[src/rtl/imm_encoder.sv]
// imm_encoder: finds the rotated-immediate encoding {rot, imm8} of a 32-bit
// constant by testing one even rotation per cycle, smallest rotation first.
// It also reports whether the constant fits a 12-bit sign-extended immediate.
module imm_encoder (
   input  logic        clk,
   input  logic        reset,
   input  logic        in_valid,
   output logic        in_ready,
   input  logic [31:0] value,
   output logic        out_valid,
   input  logic        out_ready,
   output logic [11:0] imm12,
   output logic        rot_ok,
   output logic        sext_ok
);

   typedef enum logic [1:0] {
      S_IDLE   = 2'd0,
      S_SEARCH = 2'd1,
      S_DONE   = 2'd2
   } state_t;

   state_t      state_q;
   logic [31:0] value_q;
   logic [3:0]  rot_q;
   logic [11:0] imm12_q;
   logic        rot_ok_q;
   logic        sext_ok_q;
   logic        out_valid_q;

   logic [63:0] rot_dbl;
   logic [31:0] cand;
   logic        cand_fits;
   logic        sext_calc;

   // Candidate for the current rotation: value ROL (2*r), a pure circular
   // rotation obtained from the upper half of the doubled word.
   always_comb begin
      rot_dbl   = {value_q, value_q} << {rot_q, 1'b0};
      cand      = rot_dbl[63:32];
      cand_fits = (cand[31:8] == 24'd0);
      sext_calc = (&value[31:11]) | ~(|value[31:11]);
   end

   // Ready is a decode of the state, masked while reset is held so the
   // producer never sees a ready during an abort.
   assign in_ready  = (state_q == S_IDLE) && !reset;
   assign out_valid = out_valid_q;
   assign imm12     = imm12_q;
   assign rot_ok    = rot_ok_q;
   assign sext_ok   = sext_ok_q;

   // Control FSM: accept in IDLE, test one rotation per cycle in SEARCH,
   // hold the registered result in DONE until the consumer takes it.
   // NOTE: the reset branch is asynchronous, so asserting reset mid-search
   // drops the state to IDLE at once and the pending result is never shown.
   always_ff @(posedge clk or posedge reset) begin
      if (reset) begin
         state_q     <= S_IDLE;
         value_q     <= 32'd0;
         rot_q       <= 4'd0;
         imm12_q     <= 12'd0;
         rot_ok_q    <= 1'b0;
         sext_ok_q   <= 1'b0;
         out_valid_q <= 1'b0;
      end else begin
         // NOTE: all state uses non-blocking assignments so every register
         // samples the pre-edge values, independent of statement order.
         case (state_q)
            S_IDLE: begin
               if (in_valid) begin
                  value_q   <= value;
                  sext_ok_q <= sext_calc;
                  rot_q     <= 4'd0;
                  state_q   <= S_SEARCH;
               end
            end
            S_SEARCH: begin
               if (cand_fits) begin
                  imm12_q     <= {rot_q, cand[7:0]};
                  rot_ok_q    <= 1'b1;
                  out_valid_q <= 1'b1;
                  state_q     <= S_DONE;
               end else if (rot_q == 4'd15) begin
                  imm12_q     <= 12'h000;
                  rot_ok_q    <= 1'b0;
                  out_valid_q <= 1'b1;
                  state_q     <= S_DONE;
               end else begin
                  rot_q <= rot_q + 4'd1;
               end
            end
            S_DONE: begin
               if (out_ready) begin
                  out_valid_q <= 1'b0;
                  state_q     <= S_IDLE;
               end
            end
            default: begin
               out_valid_q <= 1'b0;
               state_q     <= S_IDLE;
            end
         endcase
      end
   end

endmodule
[config.mk]
export PLATFORM = sky130hd
export DESIGN_NAME = imm_encoder
export DESIGN_NICKNAME = d
export VERILOG_FILES = /design/src/rtl/imm_encoder.sv
export SDC_FILE = /design/constraint.sdc
export NUM_CORES = 1
export LEC_CHECK = 0
export ABC_AREA = 0
export BUFFER_PORTS_ARGS = -buffer_cell sky130_fd_sc_hd__buf_2
export CAP_MARGIN = 5
export CORE_MARGIN = 3
export CORE_UTILIZATION = 58
export DETAILED_ROUTE_END_ITERATION = 16
export GPL_ROUTABILITY_DRIVEN = 1
export PLACE_DENSITY = 0.79
export SYNTH_ARGS = -nofsm -noshare
export SYNTH_HDL_FRONTEND = slang
export SYNTH_SLANG_ARGS = --single-unit
[constraint.sdc]
create_clock -name clk -period 3.96 [get_ports clk]
set_clock_uncertainty 0.15 [all_clocks]
set_input_delay 0.594 -clock clk [delete_from_list [all_inputs] [get_ports clk]]
set_output_delay 0.594 -clock clk [all_outputs]
set_load 0.05 [all_outputs]
==> results.yml <==
flow_run:
  max-cap-violations: 0
sta:
  setup_viol: 0
  hold_violations: 0
  fin_tns_setup_ns: 0
  rsz0062_at_grt: "no"
  max-slew-margin-rel_pct: 27.1
  period_needed_ns: 3.54
  worst_pin_slew_ns: 1.09
  drv_slew: 0
  fmax_mhz: 282
  fin_crit_sh_pct: 89.5
grt:
  grt_antenna_before_repair: 0
  grt_max_degree: 54
  overflow: 0
  grt_pass1_wl_um: 15500
  grt_pass1_vias: 3030
  track_usage_pct: 26.3
cells_and_area:
  layout_common_cells: "52 x dfrtp_1, 51 x buf_2, 34 x mux2_2, 34 x nand2_1, 28 x mux4_2"
  num_antenna_cells: 0
  areaGrowthSynthToFinish_pct: 9.77
  final_common_cell: "dfrtp_1"
  nets: 417
  post-route-util_pct: 67.4
  final_cells: 456
  drive_gt1_share_pct: 38.1
floorplanning:
  die-area_sq_um: 7450
  core_sq_um: 6100
  rows: 28
  die_width_um: 86.3
  pin_count: 52
  start_util_pct: 61.4
  die_h_um: 86.3
logic_synthesis:
  yosysWarnings: 0
  synth-seq-area-share_pct: 35.5
  syn_inst: 337
  synth_cell_types: 55
  syn_nets: 374
  synth_area_sq_um: 3740
  avgSynthCellArea_sq_um: 11.1
  synth_ff_type: "dfrtp_1"
  async_flop_share_pct: 100
  synth-edff-count: 0
  synth-seq-cells: 53
setup_path:
  crit_type: "flop to flop"
  critPathLaunch: "rot_q[0]$_DFFE_PP0P_"
  crit_fanout: 24
  cp.arrival_ns: 3.63
  critPathLaunchType: "flop"
  rr_startpoint: "rot_q[0]$_DFFE_PP0P_"
  crit_path_end_kind: "flop"
  reg2reg_depth: 8
  timing.rr.end: "imm12[11]$_DFFE_PP0P_"
  cp.required_ns: 4.05
  regToRegSetupSlack_ns: 0.42
clock_tree:
  cts_made_buffers: 5
  cts_hold_buf: 0
  cts_setup_buffers: 0
  clkSinkCount: 53
  clk_latency_ns: 0.32
  cts.repair.resized: 0
  cts_htree_levels: 2
  ctsRootBufferMaster: "clkbuf_8"
  clk_pin_slew_ns: 0.09
  clockBufferDepth: 2
  cts_tree: "done"
hold_path:
  worstHoldStart: "out_valid$_DFFE_PP0P_"
  hold_path_class: "flop to flop"
  hold_end: "out_valid$_DFFE_PP0P_"
  hold_path_depth: 1
routing:
  wl_per_cell_um: 19.9
  finalWirelength_um: 9070
  drt_pass1_iterations: 6
  drt_iter0_drc: 315
  routed-via-count: 3133
  via_per_inst: 6.87
  drc: 0
  ant_nets: 0
placed_design:
  gp_congestion: 0.943
  dp_cells: 448
  portBuffers: 51
  dp_hpwl_um: 6610
outcome:
  status: "complete, no violations"
power:
  pwr_density_cell_nw_per_um2: 922
  max-vdd-ir-drop_v: 0.000520
  p_leak_nw: 1.68
## per-layer routing
metal | vias up | part of all wire [%] | track usage [%]
met5 | - | 0 | 0
met4 | 0 | 2.9 | 8.64
met3 | 32 | 8.8 | 5.51
met2 | 186 | 46 | 41.1
met1 | 1531 | 42 | 37.0
li1 | 1384 | - | -
## cell usage after synthesis (all sizes together), types with 6 or more instances
cell     n  share of area [%]
a21oi   18                2.5
buf     16                3.2
clkbuf   7               0.70
dfrtp   53                 35
inv      7               0.70
mux2    37                 11
mux2i   18                4.8
mux4    28                 17
nand2   34                3.4
nor2    24                2.8
nor3    16                2.1
nor3b    6                1.2
nor4     7                1.6
o21ai    9                1.2
## layout make-up
class,count,area [sq um]
multi-input combinational,253,2240
fill,490,1990
sequential,53,1330
timing repair buffer,59,315
clock buffer,7,96.3
tap,75,93.8
inverter,8,30.0
clock inverter,1,5.00
## critical path, stage by stage (launching register included)
cell       delay [ns]
dfrtp_2          0.75
buf_4            0.30
mux4_2           0.54
a2111oi_1        0.59
o211ai_1         0.21
nor4_4           0.28
a21oi_2          0.14
nor2_8           0.27
mux2i_1          0.23
## worst max path at each step
stage,to,depth (start not counted)
6_report,imm12[11]$_DFFE_PP0P_,8
3_3_place_gp,rot_q[0]$_DFFE_PP0P_,8
4_1_cts,imm12[1]$_DFFE_PP0P_,8
5_1_grt,imm12[9]$_DFFE_PP0P_,8
2_1_floorplan,rot_q[0]$_DFFE_PP0P_,9
3_5_place_dp,imm12[1]$_DFFE_PP0P_,8
## where the power goes
| group | leakage (nW) | switching (mW) | internal [mW] | total, mW |
|---|---|---|---|---|
| sequential | 0.645 | 0.503 | 0.768 | 1.27 |
| combinational | 0.985 | 1.07 | 1.10 | 2.17 |
| clock | 0.0542 | 0.185 | 0.158 | 0.343 |
## metrics by stage
stage,hold WS [ns],power (mW),setup WS (ns),area [sq um]
3_5_place_dp,0.310,3.41,0.475,4010
4_1_cts,0.332,3.75,0.444,4110
6_report,0.328,3.79,0.417,4110
5_1_grt,0.352,4.03,0.205,4110
2_1_floorplan,0.373,2.89,1.05,3740
3_3_place_gp,0.304,3.32,0.562,4010
## sequential cells by signal, summed over array words and instances, names as in the netlist
register,flops
imm12,12
out_valid,1
rot_ok,1
rot_q,4
sext_ok,1
state_q,2
value_q,32
## cell families (layout without fill, tap and decap cells)
kind of cell	count (synthesis)	count (layout)	synth area share [%]
simple gates	113	113	16.1
mux	83	83	32.9
compound gates	56	56	10.5
flops	53	53	35.5
buf+inv	31	75	4.72
fa+ha+maj	1	1	0.334
(Power assumes the default switching activity.)
